File: src/rtl/alu_sliced.sv
// alu_sliced: multi-cycle ALU that processes SLICE bits per cycle,
// least-significant slice first, with a registered carry between slices.
// An operation takes WIDTH/SLICE cycles from acceptance to out_valid.
//
// Ports:
//   clk, reset            rising-edge clock, synchronous active-high reset
//   in_valid / in_ready   request handshake; A, B, op sampled on acceptance
//   op                    000 ADD, 001 SUB, 010 AND, 011 OR, 100 XOR,
//                         101 SLT (signed), 110/111 reserved (result 0)
//   out_valid / out_ready result handshake; result and flags held in DONE
//   result                WIDTH-bit result
//   carry_out, overflow   arithmetic flags (ADD/SUB/SLT only, else 0)
//   zero, negative        derived from the final result
//
// state | meaning
// IDLE  | waiting for an operation, in_ready high
// RUN   | one slice per cycle, cnt counts remaining slices down to 0
// DONE  | result and flags valid, waiting for out_ready
module alu_sliced #(
  parameter int WIDTH = 32,
  parameter int SLICE = 8
) (
  input  logic             clk,
  input  logic             reset,
  input  logic             in_valid,
  output logic             in_ready,
  input  logic [WIDTH-1:0] A,
  input  logic [WIDTH-1:0] B,
  input  logic [2:0]       op,
  output logic             out_valid,
  input  logic             out_ready,
  output logic [WIDTH-1:0] result,
  output logic             carry_out,
  output logic             overflow,
  output logic             zero,
  output logic             negative
);

  localparam int N  = WIDTH / SLICE;
  localparam int CW = (N > 1) ? $clog2(N) : 1;
  localparam int SW = SLICE + 1;
  localparam logic [CW-1:0] CNT_LOAD = CW'(N - 1);

  localparam logic [2:0] OP_ADD = 3'b000;
  localparam logic [2:0] OP_SUB = 3'b001;
  localparam logic [2:0] OP_AND = 3'b010;
  localparam logic [2:0] OP_OR  = 3'b011;
  localparam logic [2:0] OP_XOR = 3'b100;
  localparam logic [2:0] OP_SLT = 3'b101;

  typedef enum logic [1:0] {IDLE, RUN, DONE} stateT;

  stateT            stateQ, stateNext;
  logic [WIDTH-1:0] aSh, bSh, accQ, accNext, finalRes;
  logic [2:0]       opQ;
  logic             carryQ;
  logic [CW-1:0]    cnt;

  logic             subOp, arithOp, lastSlice, ovf;
  logic [SLICE-1:0] aS, bS, bsS, sliceRes;
  logic [SW-1:0]    sumWide;

  // FSM state register
  always_ff @(posedge clk) begin
    if (reset) stateQ <= IDLE;
    else       stateQ <= stateNext;
  end

  // FSM next state and handshake outputs
  always_comb begin
    stateNext = stateQ;
    in_ready  = 1'b0;
    out_valid = 1'b0;
    case (stateQ)
      IDLE: begin
        in_ready = 1'b1;
        if (in_valid) stateNext = RUN;
      end
      RUN: begin
        if (lastSlice) stateNext = DONE;
      end
      DONE: begin
        out_valid = 1'b1;
        if (out_ready) stateNext = IDLE;
      end
      default: stateNext = IDLE;
    endcase
  end

  // Slice datapath: operands are shifted right each cycle so the current
  // slice always sits in the low bits; on the last slice the low bits hold
  // the operand MSBs, which is what the overflow term needs.
  always_comb begin
    subOp     = (opQ == OP_SUB) || (opQ == OP_SLT);
    arithOp   = (opQ == OP_ADD) || subOp;
    lastSlice = (cnt == '0);
    aS        = aSh[SLICE-1:0];
    bS        = bSh[SLICE-1:0];
    bsS       = bS ^ {SLICE{subOp}};
    sumWide   = {1'b0, aS} + {1'b0, bsS} + SW'(carryQ);
    ovf       = (aS[SLICE-1] == bsS[SLICE-1]) && (sumWide[SLICE-1] != aS[SLICE-1]);

    case (opQ)
      OP_ADD, OP_SUB, OP_SLT: sliceRes = sumWide[SLICE-1:0];
      OP_AND:                 sliceRes = aS & bS;
      OP_OR:                  sliceRes = aS | bS;
      OP_XOR:                 sliceRes = aS ^ bS;
      default:                sliceRes = '0;
    endcase

    // New slice enters at the top; after N cycles slice 0 reaches bit 0.
    accNext = (accQ >> SLICE) | (WIDTH'(sliceRes) << (WIDTH - SLICE));

    case (opQ)
      OP_SLT:                         finalRes = WIDTH'(sumWide[SLICE-1] ^ ovf);
      OP_ADD, OP_SUB, OP_AND, OP_OR,
      OP_XOR:                         finalRes = accNext;
      default:                        finalRes = '0;
    endcase
  end

  // Datapath registers; result and flags only change on the final slice edge
  always_ff @(posedge clk) begin
    if (reset) begin
      aSh       <= '0;
      bSh       <= '0;
      opQ       <= '0;
      carryQ    <= 1'b0;
      cnt       <= '0;
      accQ      <= '0;
      result    <= '0;
      carry_out <= 1'b0;
      overflow  <= 1'b0;
      zero      <= 1'b0;
      negative  <= 1'b0;
    end else begin
      case (stateQ)
        IDLE: begin
          if (in_valid) begin
            aSh    <= A;
            bSh    <= B;
            opQ    <= op;
            carryQ <= (op == OP_SUB) || (op == OP_SLT);
            cnt    <= CNT_LOAD;
          end
        end
        RUN: begin
          aSh    <= aSh >> SLICE;
          bSh    <= bSh >> SLICE;
          accQ   <= accNext;
          carryQ <= arithOp & sumWide[SLICE];
          if (lastSlice) begin
            result    <= finalRes;
            carry_out <= arithOp & sumWide[SLICE];
            overflow  <= arithOp & ovf;
            zero      <= (finalRes == '0);
            negative  <= finalRes[WIDTH-1];
          end else begin
            cnt <= cnt - CW'(1);
          end
        end
        default: ;
      endcase
    end
  end

endmodule

File: config.mk
export PLATFORM = sky130hd
export DESIGN_NAME = alu_sliced
export DESIGN_NICKNAME = d
export VERILOG_FILES = /design/src/rtl/alu_sliced.sv
export SDC_FILE = /design/constraint.sdc
export NUM_CORES = 1
export LEC_CHECK = 0
export ABC_AREA = 1
export CORE_UTILIZATION = 41
export CTS_BUF_LIST = sky130_fd_sc_hd__clkbuf_2 sky130_fd_sc_hd__clkbuf_4 sky130_fd_sc_hd__clkbuf_8
export DETAILED_ROUTE_END_ITERATION = 10
export DONT_BUFFER_PORTS = 1
export GPL_ROUTABILITY_DRIVEN = 1
export PLACE_DENSITY = 0.65
export SYNTH_ARGS = -nofsm -noshare
export SYNTH_HDL_FRONTEND = slang
export SYNTH_SLANG_ARGS = --single-unit
File: constraint.sdc
create_clock -name clk -period 2.7 [get_ports clk]
set_input_delay 0.405 -clock clk [delete_from_list [all_inputs] [get_ports clk]]
set_output_delay 0.405 -clock clk [all_outputs]
set_load 0.01 [all_outputs]
-- After elaboration in Yosys (flattened, before gate mapping)
Cells that the tools add are included.
- bits in registers: 140
- input bits: 71
- output and inout port bits: 38
- logic and storage cells: 71
- add/sub/neg operators: 3
- equality and inequality tests: 15
- muxes and demuxes: 17
- bitwise operators: 8
- reduce and logical (&&, ||, !) cells: 16
- operator list (cell ; number):
    32-bit one-hot mux with 2 select lines ; 3
    32-bit 2-to-1 mux ; 2
    32-bit zero test ; 1
    24-bit by 32-bit OR with 32-bit output ; 1
    8-bit one-hot mux with 4 select lines ; 1
    8-bit XOR ; 2
    2-bit 2-to-1 mux ; 5
    8-bit by 8-bit adder with 9-bit output ; 1
    9-bit by 1-bit adder with 9-bit output ; 1
    3-bit equality test, second input constant ; 3
    8-bit bitwise AND ; 1
    2-bit inequality test, second input constant ; 4
    8-bit OR ; 1
    3-bit by 1-bit equality test with 1-bit output, second input constant ; 2
    3-bit by 2-bit equality test with 1-bit output, second input constant ; 2
    2-bit one-hot mux with 3 select lines ; 1
    2-bit AND reduction ; 3
    3-bit AND reduction ; 2
    5-bit OR reduction ; 1
    2-bit zero test ; 2
    2-bit one-hot mux with 2 select lines ; 1
    3-bit zero test ; 1
    1-bit logical OR ; 3
    1-bit 2-to-1 mux ; 3
    other kinds (11) ; 12

-- Longest topological paths before layout
Gate-level depths: netlist of the first run.
- depth after elaboration: 10
- mapped depth: 18

-- Least setup slack after synthesis of the first run
OpenSTA, ideal clock, no wires.
- path type: register to register
- start point: register opQ[1]
- end point: register zero
- arrival: 2615 ps
- path slack: 17 ps
- stages on the path, launching flop included: 15
- path buffers: 1
- clock period less this slack: 2683 ps
- path through: dfxtp_1 buf_2 nor2_2 xor2_1 fa_1 fa_1 nand3b_1 nand2_1 o21ai_0 nand3_1 nor2_1 nand2_1 nor2_1 nand3_1 a21oi_2
- word-level cells in the longest chain between the ends: 10
- ends and longest elaborated chain (item ; RTL line ; text):
    from (decl) ; 55 ; logic [2:0] opQ;
    from (signal assigned) ; 142 ; opQ <= op;
    branches (longest 8 deep; another with 8-bit by 8-bit adder with 9-bit output) ; n/a ;
    32-bit one-hot mux with 2 select lines (*) ; 114 ; case (opQ)
    32-bit zero test (*) ; 156 ; zero <= (finalRes == '0);
    to (signal assigned) ; 156 ;
    to (decl) ; 35 ; output logic zero,
Every way passes the cells marked *.
A chain may end at the register's enable or synchronous reset.

-- Worst setup path after layout of the first run
- start point: register opQ[0]
- end point: register zero
The elaborated chain is that of the path after synthesis.

==> impl_metrics.env, run 1 <==
export IMPL_outcome="finished with violations"
export IMPL_maxCapViolCount=0
export IMPL_crit_chain="inv_2, nor2_2, buf_4, xor2_1, ha_1, a21oi_1, nand2_1, nand2_1, nand2_1, nand2_1, nand3_1, nand2_1, o21ai_0, nand3_1, a21oi_2"
export IMPL_clkSinkCount=131
export IMPL_cp_arrival_ps=2800
export IMPL_drcViolationCount=5
export IMPL_yosys_register_bits=131
export IMPL_period_needed_ps=2478
export IMPL_overflow=0
export IMPL_period_share=0.9177
export IMPL_place_gp_congestion=0.8617
export IMPL_yosysTopAreaCell="dfxtp_1"
export IMPL_numPortBuffers=0
export IMPL_cts_made_buffers=17
export IMPL_syn_to_final_growth_pct=9.289
export IMPL_finClkSkew_ps=11.79
export IMPL_r2r_slack_ps=220
export IMPL_reg2reg_from="opQ[0]$_SDFFE_PP0P_"
export IMPL_cp_max_fo=8
export IMPL_start_util=0.4261
export IMPL_r2r_cells=15
export IMPL_netlist_area_leader_share=0.4187
export IMPL_p_per_area_nw_per_um2=781.2
export IMPL_cpMostUsedCell="nand2_1"
export IMPL_num_vias=5228
export IMPL_htreeDepth=4
export IMPL_timing_rr_end="zero$_SDFFE_PP0P_"
export IMPL_synth_fp_nets=946
export IMPL_path_clk_slew_ps=70
export IMPL_grt_usage=0.1946
export IMPL_setup_viol=0
export IMPL_grt_pass1_vias=4844
export IMPL_seq_area_frac_synth=0.4187
export IMPL_p_leak_uw=0.002888
export IMPL_violations="DRC"
export IMPL_wl_met2_um=6270
export IMPL_synthArstFlopShare=0
export IMPL_layoutNonFillerInstCount=1023
export IMPL_ir_drop_v=0.0004390
export IMPL_avgViaCountPerCell=5.110
export IMPL_cp_slowest_cell="dfxtp_2"
export IMPL_drtIter0Drc=241
export IMPL_holdPathStages=1
export IMPL_cp_start_kind="register"
export IMPL_synth_edf_count=0
export IMPL_dieArea_sq_um=15780
export IMPL_hold_violations=0
export IMPL_crit_path_max_incr_delay_ps=370
export IMPL_ys_types=30
export IMPL_met1Wirelength_um=7098
export IMPL_grt_pass1_wl_um=24370
export IMPL_cts_buffer_depth=2
export IMPL_crit_path_end_kind="register"
export IMPL_hold_end="stateQ[1]$_SDFFE_PP0P_"
export IMPL_netlist_area_sq_um=6264
export IMPL_worstHoldPathType="in2reg"
export IMPL_tritoncts="yes"
export IMPL_synthFlopType="dfxtp_1"
export IMPL_ant_nets=0
export IMPL_dp_cells=991
export IMPL_die_width_um=125.6
export IMPL_cp_required_ps=3020
export IMPL_synth_common_cells="dfxtp_1, nand2_1, nor2_1, inv_1, o21ai_0"
export IMPL_hpwl_um=10220
export IMPL_synthTopCellsByArea="dfxtp_1, a211oi_1, nand2_1, nor2_1, o21ai_0"
export IMPL_avgSynthCellArea_sq_um=7.378
export IMPL_max_slew_worst_pin_slew_ps=1161
export IMPL_wirelength_um=14660
export IMPL_syn_inst=849
export IMPL_core_area_sq_um=14700
export IMPL_worst_setup_path_type="reg2reg"
export IMPL_synth_warnings=0
export IMPL_yosysMostFrequentCell="dfxtp_1"
export IMPL_drive_above_1_share=0.07747
export IMPL_antenna_found_initial=0
export IMPL_slew_violations=0
export IMPL_relSlewSlack=0.2241
export IMPL_rows=44
export IMPL_die_height_um=125.6
export IMPL_diodes=0
export IMPL_insertion_delay_ps=430
export IMPL_worstHoldStart="reset"
export IMPL_num_io_pins=109
export IMPL_routed_top_layer="met4"
export IMPL_grt_max_degree=111
export IMPL_cts_root_buf="clkbuf_8"
export IMPL_post_route_util=0.4657
export IMPL_nets=924
export IMPL_post_drt_wl_per_cell_um=14.33
export IMPL_route_met3_wl_um=1073
export IMPL_firstDrtPassIters=8
export IMPL_max_freq_mhz=403.6
worst max-delay path by stage:
stage | end | slack (ps) | startpoint
3_5_place_dp | zero$_SDFFE_PP0P_ | 150 | opQ[0]$_SDFFE_PP0P_
2_1_floorplan | zero$_SDFFE_PP0P_ | 20 | opQ[1]$_SDFFE_PP0P_
6_report | zero$_SDFFE_PP0P_ | 220 | opQ[0]$_SDFFE_PP0P_
3_3_place_gp | zero$_SDFFE_PP0P_ | 210 | opQ[0]$_SDFFE_PP0P_
5_1_grt | zero$_SDFFE_PP0P_ | -4 | opQ[0]$_SDFFE_PP0P_
4_1_cts | zero$_SDFFE_PP0P_ | 110 | opQ[0]$_SDFFE_PP0P_
state kept, by name (all words and copies together), names as in the netlist:
name       count
result        32
aSh           32
cnt            2
carry_out      1
accQ          24
zero           1
stateQ         2
carryQ         1
opQ            3
overflow       1
bSh           32
critical path, delay by kind of cell (launching register included):
family / cells / cell delay [ps]
fa+ha+maj: 1 / 310
xor+xnor: 1 / 160
simple gates: 8 / 880
flops: 1 / 370
buf+inv: 2 / 290
compound gates: 3 / 370
metal layers:
layer	GRT usage	vias up
met5	0	-
met4	0.06671	0
met3	0.07488	17
met2	0.2951	131
met1	0.2513	2313
li1	-	2767
cell type report:
class                   instances  area [sq um]
flip-flops and latches        131          2624
repair buffers                 14         107.6
fillers                      1518          7854
multi-input cells             560          3038
inverters                     103         386.6
clock buffers                  19         255.2
clock inverters                12         203.9
well taps                     184         230.2
power breakdown:
group | internal (uW) | total [uW] | switching [uW]
clock | 1130 | 1900 | 768
sequential | 2150 | 2310 | 162
combinational | 399 | 1130 | 733
total | 3680 | 5350 | 1660
stage by stage:
| step | instance area [sq um] | hold WS (ps) | worst slack [ps] | power [uW] | setup TNS [ps] |
|---|---|---|---|---|---|
| final | 6845 | 71.63 | 222.3 | 5347 | 0 |
| after floorplan | 6264 | 430.0 | 17.42 | 3220 | 0 |
| after global placement | 6362 | 441.9 | 206.6 | 3462 | 0 |
| after global routing | 6845 | 17.55 | -4.102 | 5687 | -4.102 |
| after detailed placement | 6362 | 444.1 | 146.6 | 3482 | 0 |
| after CTS | 6822 | 5.972 | 106.7 | 5391 | 0 |
kinds of logic (layout without fill, tap and decap cells):
family	after synthesis	in the layout	share of synthesized area
AO/OA/AOI/OAI	255	255	0.2433
XOR/XNOR	9	9	0.01259
adder cells (fa/ha/maj)	26	26	0.05434
buffers and inverters	158	148	0.1003
flip-flops	131	131	0.4187
AND/OR/NAND/NOR	270	270	0.1708
timing repair:
item / 4_1_cts / 5_1_grt
gates resized for setup: 0 / 6
hold buffers: 0 / 1
endpoints found under the setup margin: 0 / 1
buffers inserted: 0 / 0
hold endpoints to repair: 0 / 1
cells in the final DEF (no fill, tap or decap):
master | netlist | final
o211ai_1 | 4 | 4
dfxtp_2 | 0 | 1
o21ai_0 | 83 | 82
a32oi_1 | 1 | 1
a211oi_1 | 77 | 77
clkbuf_8 | 0 | 18
o2111ai_1 | 1 | 1
o21ai_1 | 0 | 1
nor2_1 | 116 | 116
xor2_2 | 0 | 1
o22ai_1 | 1 | 1
nand3_1 | 18 | 18
inv_2 | 5 | 6
nand2_1 | 125 | 124
nand4_1 | 5 | 5
fa_2 | 0 | 2
a22oi_2 | 1 | 1
ha_1 | 24 | 24
nor2_2 | 4 | 3
clkbuf_4 | 0 | 1
inv_6 | 0 | 2
o21ai_2 | 2 | 2
nand2_4 | 0 | 1
nand3b_1 | 1 | 1
inv_1 | 98 | 97
a21oi_1 | 80 | 80
bufinv_16 | 0 | 5
clkinv_4 | 0 | 1
buf_4 | 1 | 13
a21oi_2 | 2 | 2
dlygate4sd3_1 | 0 | 1
a221oi_1 | 1 | 1
xor2_1 | 9 | 8
nor2_4 | 1 | 2
o211a_1 | 2 | 2
dfxtp_1 | 131 | 130
clkinvlp_4 | 0 | 3
clkinv_2 | 0 | 1
Power figures use the tool's default switching activity.
==> run 2: changes to the inputs <==
Settings changed: GPL_TIMING_DRIVEN set to 0.
==> run 2 against run 1 <==
Sequential power hardly changed. Final cell count is 4.2% higher. Fmax is 2.2% lower. Design area is 2.2% higher. Non-clock buffer count is 42 higher. The flow still finishes with violations (DRC). Global-route usage is 1.6 points higher. Largest cell class unchanged.
==> impl_metrics.env, run 2 (same netlist as run 1, synthesis figures left out) <==
export IMPL_syn_to_final_growth_pct=11.65
export IMPL_worst_setup_path_type="reg2reg"
export IMPL_fin_area_sq_um=6993
export IMPL_path_clk_slew_ps=80
export IMPL_grt_pass1_vias=5098
export IMPL_num_vias=5547
export IMPL_crit_path_end_kind="register"
export IMPL_num_io_pins=109
export IMPL_drive_above_1_share=0.08503
export IMPL_die_width_um=125.6
export IMPL_start_util=0.4261
export IMPL_grt_usage=0.2108
export IMPL_ant_nets=0
export IMPL_drcViolationCount=5
export IMPL_relSlewSlack=0.5845
export IMPL_cp_start_kind="register"
export IMPL_insertion_delay_ps=450
export IMPL_max_slew_worst_pin_slew_ps=623.3
export IMPL_die_height_um=125.6
export IMPL_place_gp_congestion=0.8702
export IMPL_outcome="finished with violations"
export IMPL_cp_max_fo=9
export IMPL_dp_cells=1033
export IMPL_period_share=0.9388
export IMPL_ir_drop_v=0.0004916
export IMPL_antenna_found_initial=0
export IMPL_layout_setup_ws_ps=165.3
export IMPL_preCtsSetupSlack_ps=-404.8
export IMPL_maxCapViolCount=0
export IMPL_grt_pass1_wl_um=26210
export IMPL_p_per_area_nw_per_um2=766.0
export IMPL_max_freq_mhz=394.5
export IMPL_numPortBuffers=0
export IMPL_grt_max_degree=17
export IMPL_avgViaCountPerCell=5.204
export IMPL_firstDrtPassIters=8
export IMPL_hold_violations=0
export IMPL_cts_root_buf="clkbuf_8"
export IMPL_p_leak_uw=0.002941
export IMPL_layout_common_cells="dfxtp_1, nand2_1, nor2_1, inv_1, o21ai_0"
export IMPL_nets=966
export IMPL_cts_buffer_depth=2
export IMPL_cts_made_buffers=17
export IMPL_diodes=0
export IMPL_reg_top3="aSh: 32 flops, bSh: 32 flops, result: 32 flops"
export IMPL_wirelength_um=16360
export IMPL_violations="DRC"
export IMPL_hpwl_um=12550
export IMPL_dpl_cell_area_sq_um=6494
export IMPL_whs_ps=91.25
export IMPL_tritoncts="yes"
export IMPL_dieArea_sq_um=15780
export IMPL_htreeDepth=4
export IMPL_period_needed_ps=2535
export IMPL_slew_violations=0
export IMPL_core_area_sq_um=14700
export IMPL_cp_arrival_ps=2920
export IMPL_layoutNonFillerInstCount=1066
export IMPL_worstHoldPathType="in2reg"
export IMPL_post_drt_wl_per_cell_um=15.35
export IMPL_rows=44
export IMPL_overflow=0
export IMPL_cp_required_ps=3080
export IMPL_finClkSkew_ps=10.05
export IMPL_clkSinkCount=131
export IMPL_final_common_cell="dfxtp_1"
export IMPL_drtIter0Drc=272
export IMPL_setup_viol=0
==> run 2: metal layers <==
metal / up-vias / wire length (um) / global-route usage / share of wire
met3: 20 / 1245 / 0.08515 / 0.076
li1: 2861 / - / - / -
met1: 2527 / 7584 / 0.2673 / 0.46
met2: 139 / 7347 / 0.3324 / 0.45
met4: 0 / 185 / 0.05165 / 0.011
met5: - / 0 / 0 / 0
==> run 2: final cells by class <==
type                    count  area (sq um)
well taps                 184         230.2
flip-flops and latches    131          2626
inverters                 103         389.1
multi-input cells         560          3049
clock inverters             7         120.1
clock buffers              25         319.1
fillers                  1483          7706
plain buffers              55         247.7
repair buffers              1         11.26
==> run 2: stage by stage <==
step / total power [uW] / utilization / setup TNS (ps)
3_3_place_gp: 3530 / 0.4418 / -1155
4_1_cts: 5347 / 0.4728 / 0
5_1_grt: 5664 / 0.4757 / -1.694
2_1_floorplan: 3220 / - / 0
3_5_place_dp: 3548 / 0.4418 / -1299
6_report: 5356 / 0.4757 / 0
==> run 2: final timing paths <==
path | start | cells after the start | endpoint | slack (ps)
setup reg to reg | opQ[1]$_SDFFE_PP0P_ | 14 | zero$_SDFFE_PP0P_ | 170
setup / recovery | opQ[1]$_SDFFE_PP0P_ | 14 | zero$_SDFFE_PP0P_ | 170
hold reg to reg | aSh[16]$_SDFFE_PP0P_ | 2 | aSh[16]$_SDFFE_PP0P_ | 460
hold / removal | B[28] | 2 | bSh[28]$_SDFFE_PP0P_ | 90
==> run 2: report_power, final <==
group | internal, uW | switching (uW) | total (uW)
combinational | 418 | 821 | 1240
sequential | 2150 | 159 | 2310
clock | 1060 | 750 | 1810
==> run 2: critical path, cell delays in order (launching register included) <==
cell and delay (ps):
dfxtp_1 330, buf_6 140, nor2_4 40, xor2_1 150
fa_2 370, fa_2 520, nand3b_1 100, nand2_1 80
o21ai_2 180, nand3_1 90, nor2_1 100, nand2_1 60
nor2_1 90, nand3_1 110, a21oi_2 120
==> run 2: timing repair <==
action	in CTS	in global routing
gates resized for setup	4	14
buffers inserted	1	0
pin swaps	1	0
hold buffers	0	0
setup endpoints to repair	8	5
==> run 3: changes to the inputs <==
Settings changed: RECOVER_POWER set to 100.
==> run 3 against run 2 <==
The flow still finishes with violations (DRC). Die area unchanged. Combinational power about the same. Clock skew down 1.7 ps. Critical path type unchanged. Critical endpoint unchanged. Largest cell class unchanged. Largest power group unchanged. Highest routed layer unchanged.
==> impl_metrics.env, run 3 (same netlist as run 1, synthesis figures left out) <==
export IMPL_outcome="finished with violations"
export IMPL_violations="DRC"
export IMPL_die_width_um=125.6
export IMPL_nets=966
export IMPL_syn_to_final_growth_pct=11.25
export IMPL_layout_common_cells="dfxtp_1, nand2_1, nor2_1, inv_1, o21ai_0"
export IMPL_grt_met1_usage=0.2673
export IMPL_max_slew_worst_pin_slew_ps=806.2
export IMPL_avgViaCountPerCell=5.209
export IMPL_clock_power_share=0.338
export IMPL_r2r_cells=14
export IMPL_combPwrFrac=0.230
export IMPL_grt_max_degree=17
export IMPL_antenna_found_initial=0
export IMPL_drive_above_1_share=0.06803
export IMPL_place_gp_congestion=0.8702
export IMPL_period_needed_ps=2532
export IMPL_numPortBuffers=0
export IMPL_final_common_cell="dfxtp_1"
export IMPL_grt_pass1_wl_um=26210
export IMPL_num_vias=5553
export IMPL_diodes=0
export IMPL_cts_buffer_depth=2
export IMPL_p_sw_uw=1721
export IMPL_clkSinkCount=131
export IMPL_cp_max_fo=9
export IMPL_drtIter0Drc=299
export IMPL_reg_top3="aSh: 32 flops, bSh: 32 flops, result: 32 flops"
export IMPL_drcViolationCount=5
export IMPL_relSlewSlack=0.4605
export IMPL_cp_start_kind="register"
export IMPL_globalRoute_busiestLayer="met2"
export IMPL_grt_usage=0.2108
export IMPL_gr_usage_met2=0.3324
export IMPL_slew_violations=0
export IMPL_p_leak_uw=0.002913
export IMPL_post_drt_wl_per_cell_um=15.35
export IMPL_hold_violations=0
export IMPL_overflow=0
export IMPL_dieArea_sq_um=15780
export IMPL_max_freq_mhz=395.0
export IMPL_ant_nets=0
export IMPL_die_height_um=125.6
export IMPL_rows=44
export IMPL_period_share=0.9377
export IMPL_grt_pass1_vias=5098
export IMPL_firstDrtPassIters=7
export IMPL_startpoint="opQ[1]$_SDFFE_PP0P_"
export IMPL_maxCapViolCount=0
export IMPL_worstHoldPathType="in2reg"
export IMPL_path_clk_slew_ps=80
export IMPL_cts_root_buf="clkbuf_8"
export IMPL_num_io_pins=109
export IMPL_r2r_slack_ps=170
export IMPL_cp_required_ps=3080
export IMPL_wirelength_um=16370
export IMPL_p_int_uw=3618
export IMPL_n_fill_cell=1494
export IMPL_core_area_sq_um=14700
export IMPL_crit_path_end="zero$_SDFFE_PP0P_"
export IMPL_crit_path_end_kind="register"
export IMPL_ir_drop_v=0.0004903
export IMPL_setup_tns_final_ps=0
export IMPL_reg2reg_from="opQ[1]$_SDFFE_PP0P_"
export IMPL_timing_rr_end="zero$_SDFFE_PP0P_"
export IMPL_insertion_delay_ps=450
export IMPL_tritoncts="yes"
export IMPL_grt_util_met3=0.08515
export IMPL_whs_ps=95.55
export IMPL_p_per_area_nw_per_um2=766.3
export IMPL_htreeDepth=4
export IMPL_setup_viol=0
export IMPL_hpwl_um=12550
export IMPL_swShare=0.3224
export IMPL_worst_setup_path_type="reg2reg"
export IMPL_seqPwrFrac=0.433
export IMPL_start_util=0.4261
export IMPL_cp_arrival_ps=2910
export IMPL_cts_made_buffers=17
export IMPL_postCtsHoldBufs=0
export IMPL_finClkSkew_ps=8.368
run 3: cell types whose count changed in the layout (fill, tap and decap cells not counted), sizes merged:
cell,delta
buf,-12
clkbuf,+12
run 3: repair_timing:
action / in CTS / in global routing
buffers inserted: 1 / 0
pin swaps: 1 / 0
resized for setup: 4 / 14
endpoints found under the setup margin: 8 / 5
endpoints found under the hold margin: 0 / 0
run 3: worst min-delay path by stage:
stage	cells past startpoint	slack [ps]	end	from
6_report	2	100	bSh[28]$_SDFFE_PP0P_	B[28]
5_1_grt	2	60	bSh[27]$_SDFFE_PP0P_	B[27]
4_1_cts	2	80	bSh[24]$_SDFFE_PP0P_	B[24]
3_5_place_dp	2	450	aSh[16]$_SDFFE_PP0P_	aSh[16]$_SDFFE_PP0P_
3_3_place_gp	2	440	aSh[18]$_SDFFE_PP0P_	aSh[18]$_SDFFE_PP0P_
2_1_floorplan	2	430	aSh[20]$_SDFFE_PP0P_	aSh[20]$_SDFFE_PP0P_
run 3: power by group through the flow:
stage	Sequential [uW]	Combinational, uW	Clock, uW
2_1_floorplan	2310	909	0
3_3_place_gp	2350	1180	0
3_5_place_dp	2350	1190	0
4_1_cts	2310	1210	1830
5_1_grt	2340	1400	1910
6_report	2310	1230	1800
run 3: metrics by stage:
stage	setup WS, ps	std cells	area, sq um	utilization	power (uW)
2_1_floorplan	17.42	849	6264	-	3220
3_3_place_gp	-374.0	1033	6494	0.4418	3530
3_5_place_dp	-404.8	1033	6494	0.4418	3548
4_1_cts	25.01	1066	6949	0.4728	5347
5_1_grt	-1.737	1066	6968	0.4740	5652
6_report	168.2	1066	6968	0.4740	5340
run 3: critical path, cell delays in order (launching register included):
cell      delay, ps
dfxtp_1         330
buf_6           140
nor2_4           40
xor2_1          150
fa_2            370
fa_2            520
nand3b_1        100
nand2_1          80
o21ai_2         180
nand3_1         100
nor2_1          100
nand2_1          60
nor2_1           90
nand3_1         100
a21oi_2         120
run 3: final cells by class:
cell class                      instances  area (sq um)  area share
Buffer                                 55         231.5     0.03322
Clock buffer                           25         319.1     0.04579
Clock inverter                          7         120.1     0.01724
Inverter                              103         389.1     0.05584
Multi-Input combinational cell        560          3040      0.4363
Sequential cell                       131          2626      0.3769
Tap cell                              184         230.2     0.03304
Timing Repair Buffer                    1         11.26    0.001616
run 3: metal layers:
layer	wire length, um	vias up
li1	-	2854
met4	170	0
met5	0	-
met2	7347	156
met3	1406	16
met1	7443	2527
